`src/rtl/alu_pkg.sv`:
```
// Shared opcodes, FSM state encoding and mode validation for the serial ALU sequencer.
package alu_pkg;

    localparam logic [2:0] ADD  = 3'b000;
    localparam logic [2:0] AND  = 3'b001;
    localparam logic [2:0] OR   = 3'b010;
    localparam logic [2:0] XOR  = 3'b011;
    localparam logic [2:0] XNOR = 3'b100;

    typedef enum logic [1:0] {
        IDLE   = 2'd0,
        RUN    = 2'd1,
        FINISH = 2'd2
    } state_t;

    function automatic logic is_valid_mode(input logic [2:0] mode);
        return mode <= XNOR;
    endfunction

endpackage

```
`src/rtl/alu_shift_piso.sv`:
```
// Parallel-load, LSB-first shift register feeding one operand bit per cycle.
module alu_shift_piso #(
    parameter int WIDTH = 8
) (
    input  logic             clk,
    input  logic             rst_n,
    input  logic             load,
    input  logic             shift,
    input  logic [WIDTH-1:0] data,
    output logic             bit_out
);

    logic [WIDTH-1:0] shreg;

    always_ff @(posedge clk or negedge rst_n) begin
        if (!rst_n) begin
            shreg <= '0;
        end else if (load) begin
            shreg <= data;
        end else if (shift) begin
            shreg <= {1'b0, shreg[WIDTH-1:1]};
        end
    end

    assign bit_out = shreg[0];

endmodule

```
`src/rtl/alu_serial_sequencer.sv`:
```
// Bit-serial sequencer driving an external 1-bit ALU over WIDTH cycles, LSB first,
// assembling the result word and final carry.
module alu_serial_sequencer
    import alu_pkg::*;
#(
    parameter int WIDTH = 8
) (
    input  logic             CLK,
    input  logic             RST_N,
    input  logic             Start,
    input  logic [2:0]       Mode,
    input  logic [WIDTH-1:0] Op_A,
    input  logic [WIDTH-1:0] Op_B,
    output logic [2:0]       Alu_Mode,
    output logic             Alu_A,
    output logic             Alu_B,
    output logic             Alu_C_in,
    input  logic             Alu_X,
    input  logic             Alu_C_out,
    output logic             Busy,
    output logic             Done,
    output logic [WIDTH-1:0] Result,
    output logic             Carry,
    output logic             Err
);

    localparam int IDX_W = (WIDTH > 1) ? $clog2(WIDTH) : 1;
    localparam logic [IDX_W-1:0] LAST_IDX = IDX_W'(WIDTH - 1);

    state_t           state;
    state_t           state_nxt;
    logic             accept;
    logic             running;
    logic [2:0]       mode_q;
    logic [IDX_W-1:0] idx;
    logic             carry_q;
    logic             a_bit;
    logic             b_bit;

    assign accept  = (state == IDLE) && Start;
    assign running = (state == RUN);

    alu_shift_piso #(.WIDTH(WIDTH)) u_shift_a (
        .clk     (CLK),
        .rst_n   (RST_N),
        .load    (accept),
        .shift   (running),
        .data    (Op_A),
        .bit_out (a_bit)
    );

    alu_shift_piso #(.WIDTH(WIDTH)) u_shift_b (
        .clk     (CLK),
        .rst_n   (RST_N),
        .load    (accept),
        .shift   (running),
        .data    (Op_B),
        .bit_out (b_bit)
    );

    always_ff @(posedge CLK or negedge RST_N) begin
        if (!RST_N) begin
            state <= IDLE;
        end else begin
            state <= state_nxt;
        end
    end

    always_comb begin
        state_nxt = state;
        unique case (state)
            IDLE:    if (Start) state_nxt = is_valid_mode(Mode) ? RUN : FINISH;
            RUN:     if (idx == LAST_IDX) state_nxt = FINISH;
            FINISH:  state_nxt = IDLE;
            default: state_nxt = IDLE;
        endcase
    end

    // ALU-facing signals are forced to zero whenever no bit is being processed.
    always_comb begin
        Busy     = 1'b0;
        Done     = 1'b0;
        Alu_Mode = '0;
        Alu_A    = 1'b0;
        Alu_B    = 1'b0;
        Alu_C_in = 1'b0;
        unique case (state)
            RUN: begin
                Busy     = 1'b1;
                Alu_Mode = mode_q;
                Alu_A    = a_bit;
                Alu_B    = b_bit;
                Alu_C_in = (mode_q == ADD) ? carry_q : 1'b0;
            end
            FINISH:  Done = 1'b1;
            default: ;
        endcase
    end

    always_ff @(posedge CLK or negedge RST_N) begin
        if (!RST_N) begin
            mode_q  <= '0;
            idx     <= '0;
            carry_q <= 1'b0;
            Result  <= '0;
            Carry   <= 1'b0;
            Err     <= 1'b0;
        end else if (accept) begin
            mode_q  <= Mode;
            idx     <= '0;
            carry_q <= 1'b0;
            Result  <= '0;
            Carry   <= 1'b0;
            Err     <= ~is_valid_mode(Mode);
        end else if (running) begin
            Result[idx] <= Alu_X;
            carry_q     <= Alu_C_out;
            // The index stops at the last bit instead of wrapping.
            if (idx == LAST_IDX) begin
                Carry <= (mode_q == ADD) & Alu_C_out;
            end else begin
                idx <= idx + IDX_W'(1);
            end
        end
    end

endmodule

```
`config.mk`:
```
export PLATFORM = sky130hd
export DESIGN_NAME = alu_serial_sequencer
export DESIGN_NICKNAME = d
export VERILOG_FILES = /design/src/rtl/alu_pkg.sv /design/src/rtl/alu_shift_piso.sv /design/src/rtl/alu_serial_sequencer.sv
export SDC_FILE = /design/constraint.sdc
export NUM_CORES = 1
export LEC_CHECK = 0
export ABC_AREA = 1
export BUFFER_PORTS_ARGS = -buffer_cell sky130_fd_sc_hd__buf_2
export CAP_MARGIN = 30
export CORE_MARGIN = 2
export CORE_UTILIZATION = 53
export DETAILED_ROUTE_END_ITERATION = 12
export MAX_ROUTING_LAYER = met4
export PLACE_DENSITY = 0.86
export SYNTH_ARGS = -nofsm -noshare
export SYNTH_HDL_FRONTEND = slang
export SYNTH_HIERARCHICAL = 1
export SYNTH_SLANG_ARGS = --single-unit
```
`constraint.sdc`:
```
create_clock -name CLK -period 1.6 [get_ports CLK]
set_input_delay 0.08 -clock CLK [delete_from_list [all_inputs] [get_ports CLK]]
set_output_delay 0.08 -clock CLK [all_outputs]
set_load 0.01 [all_outputs]
```
-- Yosys cells after proc, flatten, opt, wreduce, memory -nomap -nowiden
Cells that the tools add are included.
- bitwise logic cells: 2
- $add $sub $neg: 1
- reduce and logical (&&, ||, !) cells: 9
- $lt $le $gt $ge: 3
- equal/unequal tests: 6
- multiplexer cells: 28
- operator list (kind ; count):
    $mux W8 ; 6
    $mux W1 ; 12
    $mux W3 ; 4
    $bwmux W8 ; 1
    $mux W2 ; 3
    $reduce_and A2 Y1 ; 3
    $lt A3 B4 Y1 const B ; 1
    $ne A2 B2 Y1 const B ; 2
    $pmux W2 S2 ; 1
    $reduce_bool A2 Y1 ; 2
    $add A3 B1 Y3 const B ; 1
    $demux W1 S3 ; 1
    $eq A3 B3 Y1 const B ; 1
    $ge A3 B1 Y1 const B ; 1
    $le A3 B3 Y1 const B ; 1
    $logic_not A3 Y1 ; 1
    $eq A2 B1 Y1 const B ; 1
    $eq A2 B2 Y1 const B ; 1
    $logic_and A1 B1 Y1 ; 2
    $logic_not A2 Y1 ; 1
    $ne A2 B1 Y1 const B ; 1
    $and A1 B1 Y1 ; 1
    $not A1 Y1 ; 1
- bits in registers: 35
- bits of input ports: 24
- output and inout port bits: 18
- logic and storage cells: 58

-- Logic depth before layout (Yosys ltp)
Gate-level depths: netlist (run 1).
- depth after elaboration: 7
- depth in mapped cells: 7
- gate-level depth less buffers: 7

-- Cells and area by module
The synthesis (run 1) kept the hierarchy.
- by module, submodules not included (module ; area each (um^2) ; cells each ; seq. area each (um^2) ; instances):
    alu_serial_sequencer ; 1061.0 ; 153 ; 475.5 ; 1
    alu_shift_piso ; 376.6 ; 43 ; 200.2 ; 2

-- Worst setup path after synthesis (run 1)
Ideal clock, no wire load.
- path kind: reg2reg
- from: register state[0]
- to: register u_shift_a.shreg[0]
- period minus slack after synthesis: 1209 ps
- library setup time: 124 ps
- slack: 391 ps
- data required time: 1476 ps
- buffers on the path: 1
- stages on the path, launching flop included: 8
- arrival time: 1085 ps
- cell sequence: dfrtp_1 > inv_2 > nand3_4 > inv_2 > buf_6 > inv_2 > nand3_1 > nand3_1
- cells in the longest elaborated chain, start to end: 3
- elaborated cells on any way between the ends: 5
- classes of those cells: eq/ne (1); mux (1); reduce/logical (3)
- ends and longest elaborated chain (what ; line ; text):
    start, declared ; alu_serial_sequencer.sv:30 ; state_t state;
    start signal, assigned ; alu_serial_sequencer.sv:65 ; state <= state_nxt;
    $logic_not A2 Y1 * ; alu_serial_sequencer.sv:40 ; assign accept = (state == IDLE) && Start;
    $logic_and A1 B1 Y1 * ; alu_serial_sequencer.sv:40 ;
    via accept ; alu_serial_sequencer.sv:32 ; logic accept;
    $mux W8 / $reduce_bool A2 Y1 (equally long branches) ; - ;
    end signal, assigned ; alu_shift_piso.sv:19 ; shreg <= data;
    end signal, assigned ; alu_shift_piso.sv:21 ; shreg <= {1'b0, shreg[WIDTH-1:1]};
    end, declared ; alu_shift_piso.sv:13 ; logic [WIDTH-1:0] shreg;
The timed path passes the listed nets; every way through them passes the cells marked *.
A chain may end at the register's enable or synchronous reset.

-- Worst setup path after layout (run 1)
- from: register state[0]
- to: output Alu_C_in
- cells in the longest elaborated chain, start to end: 2
- ends and longest elaborated chain (what ; line ; text):
    $eq A2 B1 Y1 ; alu_serial_sequencer.sv:87 ; unique case (state)
    $mux W1 ; alu_serial_sequencer.sv:87 ;
    end, declared ; alu_serial_sequencer.sv:17 ; output logic Alu_C_in,
No other way between the ends.

==> impl_metrics.tcl, run 1 <==
set metrics [dict create \
    reg2reg_from "state[0]" \
    cts_buffer_depth 2 \
    portBuffers 41 \
    highest_layer "met4" \
    cp.depth 6 \
    cts_buffers 5 \
    post_cts_buffers 0 \
    worstReg2RegEnd "u_shift_b/shreg[1]" \
    avgSynthCellArea_um2 7.59 \
    ys_ff_latch 35 \
    core_mm2 0.00331 \
    grt_setup_unrepaired "yes" \
    route.met2.wl_um 2100 \
    netlist_instances 239 \
    min_period_ns 1.55 \
    antenna_cells 0 \
    die_h_um 62.5 \
    vias 1767 \
    critPathMaxStageDelay_ns 0.43 \
    routedWlPerCell_um 12.3 \
    routed_wl_um 4320 \
    clk_latency_ns 0.35 \
    drt-met1-wl_um 1860 \
    antenna_found_initial 0 \
    critPathCaptureType "output port" \
    reg2regPathDepth 7 \
    hold_viol 0 \
    synth.distinct_cells 14 \
    path_class "reg2out" \
    dp_hpwl_um 2700 \
    die_w_um 62.5 \
    synthToLayoutAreaGrowth_pct 29.4 \
    drc 0 \
    syn_nets 265 \
    fin_skew_ns 0.0112 \
    gp_congestion 0.864 \
    holdCritPathClass "in2reg" \
    grt_usage 0.246 \
    vdd_drop_max_mv 0.970 \
    viasPerCell 5.03 \
    root_buffer "clkbuf_4" \
    crit_end "Alu_C_in" \
    clock_sinks 35 \
    fmax_ghz 0.645 \
    wl_met3_um 228 \
    tightestPinTransition_ns 0.297 \
    cts_tree "yes" \
    fin_nets 330 \
    crit_chain "inv_2, nor2_4, buf_8, nand2_1, nor2_1, buf_2" \
    totalPowerFinal_uw 4020 \
    num_io_pins 42 \
    yosysTopAreaCellShare 0.483 \
    utilization 0.709 \
    num_rows 21 \
    slew_headroom 0.800 \
    drv_slew 0 \
    clk_pin_slew_ns 0.12 \
    power.leakage_uw 0.00130 \
    initial_core_util 0.548 \
    grt_pass1_wl_um 7360 \
    layout-drive-gt1-share 0.210 \
    cp-start-kind "register" \
    postRouteAntennaNets 0 \
    drt_pass1_iterations 4 \
    crit_fanout 10 \
    synth_top_area_cell "dfrtp_1" \
    fin_crit_sh 0.969 \
    crit_start "state[0]" \
    power_density_mw_per_mm2 1710 \
    maxCapViolCount 0 \
    ys_seq_area_frac 0.483 \
    grt-ovfl-total 0 \
    synth_area_mm2 0.00181 \
    rrSetupSlack_ns 0.12 \
    drt_first_iter_violations 111 \
    grt_max_degree 36 \
    setup_viol 0 \
    critPathBufInv 3 \
    grt_pass1_vias 1684 \
    critPathTopFamily "flip-flops" \
    htreeDepth 2 \
    synthTopCellsByArea "dfrtp_1, nand2_1, nand3_1" \
    status "finished, final reports clean" \
    cp.arrival_ns 1.47 \
    slowest_stage "dfrtp_1" \
    yosysWarnings 6 \
    cp.required_ns 1.52 \
    die_area_mm2 0.00391 \
]
-- worst min path at each step --
stage | endpoint | slack [ns] | cells after the start | start
CTS | carry_q | 0.02 | 3 | Alu_C_out
detailed placement | u_shift_a/shreg[1] | 0.06 | 2 | RST_N
finish | carry_q | 0.02 | 3 | Alu_C_out
global route | carry_q | 0.05 | 3 | Alu_C_out
global placement | u_shift_a/shreg[2] | 0.05 | 2 | RST_N
floorplan | Carry | -0.22 | 0 | RST_N
-- worst min-delay path, stage by stage --
cell	delay (ns)
buf_2	0.09
inv_1	0.08
o21ai_0	0.09
-- Yosys cell counts --
| cell type | count |
|---|---|
| o21a_1 | 1 |
| buf_4 | 3 |
| dfrtp_1 | 35 |
| inv_2 | 6 |
| nand2_1 | 95 |
| inv_1 | 20 |
| nand3_1 | 37 |
| nor2_1 | 24 |
| ha_1 | 2 |
| nand3_4 | 1 |
| nor2_4 | 1 |
| buf_6 | 4 |
| o21ai_0 | 8 |
| nor2_8 | 2 |
-- final cells by class --
cell class | count | area (um2)
fillers | 283 | 963
clock inverters | 1 | 7.51
flip-flops and latches | 35 | 876
repair buffers | 65 | 468
clock buffers | 7 | 65.1
inverters | 26 | 97.6
well taps | 46 | 57.6
multi-input cells | 171 | 776
-- state kept, by name (all words and copies together), names as in the netlist --
register         flops
u_shift_b/shreg      8
Carry                1
Result               8
state                2
idx                  3
carry_q              1
mode_q               3
u_shift_a/shreg      8
Err                  1
-- power breakdown --
group	internal (uW)	switching [uW]
clock network	257	309
logic	721	1220
registers	1270	253
-- logic make-up (layout without fill, tap and decap cells) --
group,Yosys count,count (layout),synth area share
buffers and inverters,33,99,0.0910
AOI/OAI and AO/OA,9,9,0.0262
and+or+nand+nor,160,160,0.386
DFF,35,35,0.483
adders and majority gates,2,2,0.0138
-- what timing repair did --
action / in CTS / in global routing
hold endpoints to repair: 54 / 0
gates resized for setup: 0 / 3
setup endpoints to repair: 0 / 5
hold buffers: 20 / 0
-- metrics by stage --
step           area (um2)  setup WS [ns]  hold WS, ns  std cells  TNS, ns
5_1_grt              2350        -0.0350       0.0451        351  -0.0350
2_1_floorplan        1810          0.391       -0.216        239        0
6_report             2350         0.0496       0.0224        351        0
3_5_place_dp         2060          0.206       0.0590        323        0
4_1_cts              2340        0.00465       0.0162        351        0
3_3_place_gp         2060          0.264       0.0522        323        0
-- cells in the final DEF, fill, tap and decap left out --
master         count
nand2_1           94
buf_2             41
nand3_1           37
dfrtp_1           35
nor2_1            24
inv_1             20
dlygate4sd3_1     20
o21ai_0            8
inv_2              6
clkbuf_4           5
ha_1               2
clkbuf_8           2
buf_12             2
nor2_8             2
nor2_4             1
nand3_4            1
nand2_2            1
o21a_1             1
clkinvlp_4         1
buf_8              1
buf_4              1
-- routing by layer --
layer / track usage / vias to the layer above
met3: 0.0486 / 15
li1: - / 870
met4: 0.117 / 0
met1: 0.306 / 817
met5: - / -
met2: 0.390 / 65
Power figures use the tool's default switching activity.
==> run 2: changes to the inputs <==
Settings changed: CORE_UTILIZATION 53 to 57, PLACE_DENSITY 0.86 to 0.91.
Clock period 1.6 ns to 2 ns, I/O delays scaled along.
==> run 2 against run 1 <==
Compared with the run above:
- final area shrank 2.4%
- non-clock buffer count shrank 2
- wire length fell by 2.6%
- combinational power down 22%
- sequential power down 20%
- cell count down 1.4%
- first-iteration DRC count shrank 9.9%
- global-route usage rose by 0.99 points
- power fell by 22%
- register-to-register slack gained 0.25 ns
- clock skew down 0.0037 ns
==> impl_metrics.tcl, run 2 (synthesized netlist as in run 1, its figures left out) <==
set metrics [dict create \
    grt_pass1_vias 1542 \
    drc 0 \
    cp.arrival_ns 1.90 \
    maxCapViolCount 0 \
    hold_path_depth 3 \
    comb_power_share 0.484 \
    holdCritPathClass "in2reg" \
    stdcell_count 346 \
    worstHoldEndpoint "carry_q" \
    grt_setup_unrepaired "no" \
    num_io_pins 42 \
    drv_slew 0 \
    placed_cell_area_mm2 0.00203 \
    setup_tns_ns 0 \
    routed_wl_um 4200 \
    power_density_mw_per_mm2 1370 \
    cp-start-kind "register" \
    vias 1731 \
    regArea_um2 876 \
    crit_fanout 17 \
    postRouteAntennaNets 0 \
    post_cts_resized 0 \
    initial_core_util 0.599 \
    clk_latency_ns 0.33 \
    post_cts_buffers 0 \
    fmax_ghz 0.615 \
    critPathBufInv 3 \
    cts_tree "yes" \
    crit_start "state[0]" \
    cts_buffer_depth 2 \
    fin_crit_sh 0.813 \
    worstReg2RegEnd "u_shift_b/shreg[2]" \
    setup_viol 0 \
    grt_pass1_wl_um 6640 \
    slowest_stage "dfrtp_1" \
    design_area_mm2 0.00229 \
    power.leakage_uw 0.00128 \
    rrSetupSlack_ns 0.37 \
    pwr-share-seq 0.389 \
    multi_input_area_um2 773 \
    final_common_cell "nand2_1" \
    status "finished, final reports clean" \
    die_area_mm2 0.00365 \
    cpMostUsedCell "inv_2" \
    clk_pin_slew_ns 0.11 \
    min_period_ns 1.63 \
    gp_congestion 0.819 \
    intPower_uw 1730 \
    portBuffers 41 \
    power_switching_uw 1410 \
    grt-ovfl-total 0 \
    synthToLayoutAreaGrowth_pct 26.3 \
    clkPwrFrac 0.127 \
    min_from "Alu_C_out" \
    fin_skew_ns 0.00748 \
    hold_viol 0 \
    drt_pass1_iterations 5 \
    path_class "reg2reg" \
    placed_cells 319 \
    reg2regPathDepth 6 \
    grt_usage 0.256 \
    reg2reg_from "state[0]" \
    layout-drive-gt1-share 0.199 \
    htreeDepth 2 \
    die_h_um 60.4 \
    grt_max_degree 36 \
    viasPerCell 5.00 \
    vdd_drop_max_mv 0.786 \
    crit_chain "inv_2, nand3_4, inv_2, buf_4, nand2_1, nand3_1" \
    tightestPinTransition_ns 0.749 \
    routedWlPerCell_um 12.1 \
    critPathTopFamily "buffers and inverters" \
    fin_nets 328 \
    p_sw_frac 0.449 \
    final_cell_mix "nand2_1, buf_2, nand3_1, dfrtp_1, nor2_1" \
    reg_top3 "Result x8, u_shift_a/shreg x8, u_shift_b/shreg x8" \
    drt_first_iter_violations 100 \
    dp_hpwl_um 2540 \
    nFillCells 219 \
    core_mm2 0.00303 \
    cp.required_ns 2.28 \
    num_rows 20 \
    cts_buffers 5 \
    antenna_found_initial 0 \
    slew_headroom 0.501 \
    clock_sinks 35 \
    die_w_um 60.4 \
    antenna_cells 0 \
    root_buffer "clkbuf_4" \
    critPathCaptureType "register" \
    critPathMaxStageDelay_ns 0.43 \
]
## run 2: changes by cell type in the layout (fill, tap and decap cells not counted), sizes merged
cell / before / now
clkinvlp: 1 / 0
clkinv: 0 / 1
clkbuf: 7 / 6
buf: 45 / 43
## run 2: how the worst max path moves through the flow
| stage | end | depth (start not counted) |
|---|---|---|
| floorplan | u_shift_a/shreg[0] | 7 |
| global placement | u_shift_a/shreg[3] | 6 |
| detailed placement | u_shift_b/shreg[2] | 6 |
| CTS | Alu_C_in | 5 |
| global route | Alu_C_in | 5 |
| finish | u_shift_b/shreg[2] | 6 |
## run 2: tightest hold or removal path, stage by stage
cell,delay [ns]
buf_2,0.09
inv_1,0.07
o21ai_0,0.09
## run 2: what timing repair did
item,4_1_cts,5_1_grt
hold buffers,20,0
endpoints found under the hold margin,54,0
endpoints found under the setup margin,0,0
## run 2: final cells by class
type                            instances  area share
Sequential cell                        35       0.382
Clock inverter                          1     0.00218
Tap cell                               44      0.0240
Multi-Input combinational cell        171       0.338
Inverter                               26      0.0426
Clock buffer                            6      0.0224
Timing Repair Buffer                   63       0.189
## run 2: per-layer routing
metal | wire (um) | vias to the layer above | global-route usage | part of all wire
met1 | 1790 | 772 | 0.327 | 0.43
met4 | 131 | 0 | 0.0994 | 0.031
met3 | 280 | 17 | 0.0661 | 0.067
met5 | 0 | - | - | 0
met2 | 2000 | 74 | 0.394 | 0.48
li1 | - | 868 | - | -
## run 2: stage by stage
stage                     utilization  worst slack (ns)  total power [uW]  hold WS [ns]
after floorplan                     -             0.791              2320        -0.196
after global placement          0.672             0.504              2640         0.211
after detailed placement        0.672             0.429              2700         0.215
after CTS                       0.757             0.372              3120        0.0573
after global routing            0.757             0.244              3400        0.0850
final                           0.757             0.374              3130        0.0650
## run 2: power by group through the flow
stage / clock, uW / combinational (uW) / sequential [uW]
after detailed placement: 0 / 1480 / 1220
after global placement: 0 / 1420 / 1220
after CTS: 402 / 1510 / 1210
final: 398 / 1520 / 1220
after floorplan: 0 / 1110 / 1220
after global routing: 441 / 1710 / 1250
==> run 3: changes to the inputs <==
Settings changed: ABC_AREA 1 to 0, CORE_UTILIZATION 57 to 52, PLACE_DENSITY 0.91 to 0.85.
Clock period 2 ns to 1.5 ns, I/O delays scaled along.
==> run 3 against run 2 <==
Compared with the run above:
- non-clock buffer count is 24 higher
- sequential cell count stayed put
- critical path depth is 1 lower
- clock-buffer cell count stayed put
- fmax is 9.5% higher
- hold slack worse by 0.041 ns
- cell count is 14% lower
- wire length is 1.5% higher
- synthesized area is 6.6% lower
- clock skew is 0.0018 ns lower
- utilization is 3.8 points higher
- critical path type unchanged
- largest cell class unchanged
- highest routed layer unchanged
==> impl_metrics.tcl, run 3 <==
set metrics [dict create \
    cts_buffer_depth 2 \
    num_io_pins 42 \
    antenna_found_initial 0 \
    utilization 0.794 \
    drc 0 \
    grt_pass1_vias 1469 \
    drt_pass1_iterations 4 \
    cp.required_ns 1.71 \
    initial_core_util 0.551 \
    path_class "reg2reg" \
    synthToLayoutAreaGrowth_pct 44.2 \
    viasPerCell 5.30 \
    rrSetupSlack_ns 0.02 \
    root_buffer "clkbuf_4" \
    worstReg2RegEnd "idx[0]" \
    holdWs_ns 0.0242 \
    cts_buffers 5 \
    avgSynthCellArea_um2 10.0 \
    clk_pin_slew_ns 0.10 \
    crit_fanout 3 \
    syn_nets 195 \
    vdd_drop_max_mv 1.05 \
    grt_usage 0.240 \
    clk_latency_ns 0.32 \
    dp_slack_ns 0.0359 \
    dp_hpwl_um 2600 \
    grt-ovfl-total 0 \
    setup_viol 0 \
    reg2reg_from "idx[0]" \
    hold_path_depth 3 \
    crit_start "idx[0]" \
    grt_pass1_wl_um 6310 \
    synth_commonest_cells "nand2_1, dfrtp_1, mux2i_1, o21ai_1, nand3_1" \
    postRouteAntennaNets 0 \
    ys_ff_latch 35 \
    die_area_mm2 0.00373 \
    synth_top_area_cell "dfrtp_1" \
    vias 1580 \
    layout-drive-gt1-share 0.335 \
    hold_viol 0 \
    reg_top3 "Result x8, u_shift_a/shreg x8, u_shift_b/shreg x8" \
    yosysWarnings 6 \
    synth_area_mm2 0.00170 \
    final_cell_mix "buf_2, nand2_1, dfrtp_1, buf_4, dlygate4sd3_1" \
    maxCapViolCount 0 \
    grt_max_degree 24 \
    routed_wl_um 4260 \
    holdCritPathClass "in2reg" \
    reg2regPathDepth 5 \
    die_h_um 61.1 \
    clock_sinks 35 \
    synthTopCellsByArea "dfrtp_1, mux2i_1, nand2_1" \
    fmax_ghz 0.674 \
    tightestPinTransition_ns 0.509 \
    core_mm2 0.00308 \
    fin_nets 280 \
    synth_edf_count 0 \
    cp-start-kind "register" \
    totalPowerFinal_uw 4660 \
    drv_slew 0 \
    portBuffers 41 \
    min_from "Start" \
    ys.flop_type "dfrtp_1" \
    synth.distinct_cells 32 \
    final_common_cell "buf_2" \
    num_rows 20 \
    fin_skew_ns 0.00566 \
    post-synth-top-count-cell "nand2_1" \
    worstHoldEndpoint "state[1]" \
    worst_slack_ns 0.0153 \
    status "finished, final reports clean" \
    grt_setup_unrepaired "yes" \
    cts_tree "yes" \
    yosysTopAreaCellShare 0.517 \
    routedWlPerCell_um 14.3 \
    placed_cells 261 \
    die_w_um 61.1 \
    cp.arrival_ns 1.69 \
    htreeDepth 2 \
    power_density_mw_per_mm2 1910 \
    stdcell_count 298 \
    drt_first_iter_violations 91 \
    antenna_cells 0 \
    gp_congestion 0.829 \
    netlist_instances 169 \
    critPathCaptureType "register" \
    power.leakage_uw 0.00123 \
    fin_crit_sh 0.990 \
    ys_async_sr_fraction 1.00 \
    min_period_ns 1.48 \
    slew_headroom 0.660 \
    ys_seq_area_frac 0.517 \
]
==> run 3: changes by cell type after synthesis, moves of 4 or more <==
cell / before / now
inv_1: 20 / 2
nand2b_1: 0 / 5
o311ai_0: 0 / 4
a21oi_1: 0 / 7
nand3_1: 37 / 8
o21ai_1: 0 / 14
nor2_1: 24 / 1
and2_1: 0 / 6
nand2_1: 95 / 36
inv_2: 6 / 0
mux2i_1: 0 / 14
==> run 3: cells by family after synthesis <==
group                      synth area share
AOI/OAI and AO/OA                     0.124
adders and majority gates            0.0148
buffers and inverters                0.0539
DFF                                   0.517
muxes                                0.0915
and+or+nand+nor                       0.199
==> run 3: per-stage QoR <==
stage	instance area (um2)	setup TNS (ns)
after floorplan	1710	-0.0170
after global placement	2030	0
after detailed placement	2030	0
after CTS	2360	0
after global routing	2440	-0.250
final	2440	0
==> run 3: what timing repair did <==
item | CTS | global route
gates resized for setup | 3 | 10
cloned | 1 | 0
setup buffers | 3 | 5
setup endpoints to repair | 7 | 8
pin swaps | 0 | 1
hold endpoints to repair | 41 | 0
hold buffers | 21 | 0
==> run 3: layout make-up <==
| type | count | area (um2) |
|---|---|---|
| Clock inverter | 1 | 5.00 |
| Timing Repair Buffer | 87 | 663 |
| Fill cell | 179 | 633 |
| Tap cell | 44 | 55.1 |
| Inverter | 3 | 18.8 |
| Clock buffer | 6 | 51.3 |
| Multi-Input combinational cell | 122 | 774 |
| Sequential cell | 35 | 877 |
==> run 3: critical path, cell delays in order (launching register included) <==
cell and delay [ns]:
dfrtp_2 0.41, ha_1 0.23, ha_4 0.18, nor3b_4 0.21, nor2_2 0.08, mux2_4 0.26
==> run 3: metal layers <==
layer | part of all wire | GRT usage | routed length [um]
met1 | 0.42 | 0.262 | 1800
met2 | 0.51 | 0.412 | 2170
met3 | 0.049 | 0.0609 | 208
met4 | 0.020 | 0.106 | 85
met5 | 0 | - | 0
==> run 3: how the worst max path moves through the flow <==
stage	endpoint	slack [ns]	depth (start not counted)
after floorplan	idx[0]	-0.02	5
after detailed placement	idx[0]	0.04	5
final	idx[0]	0.02	5
after CTS	Alu_C_in	0.009	6
after global placement	idx[0]	0.09	5
after global routing	Alu_C_in	-0.05	6
==> run 3: report_power, final <==
group	leakage (uW)	total [uW]	internal, uW	switching (uW)
Combinational	0.000747	2580	1360	1220
Clock	0.0000341	506	217	289
Sequential	0.000448	1570	1350	226
Total	0.00123	4660	2920	1740
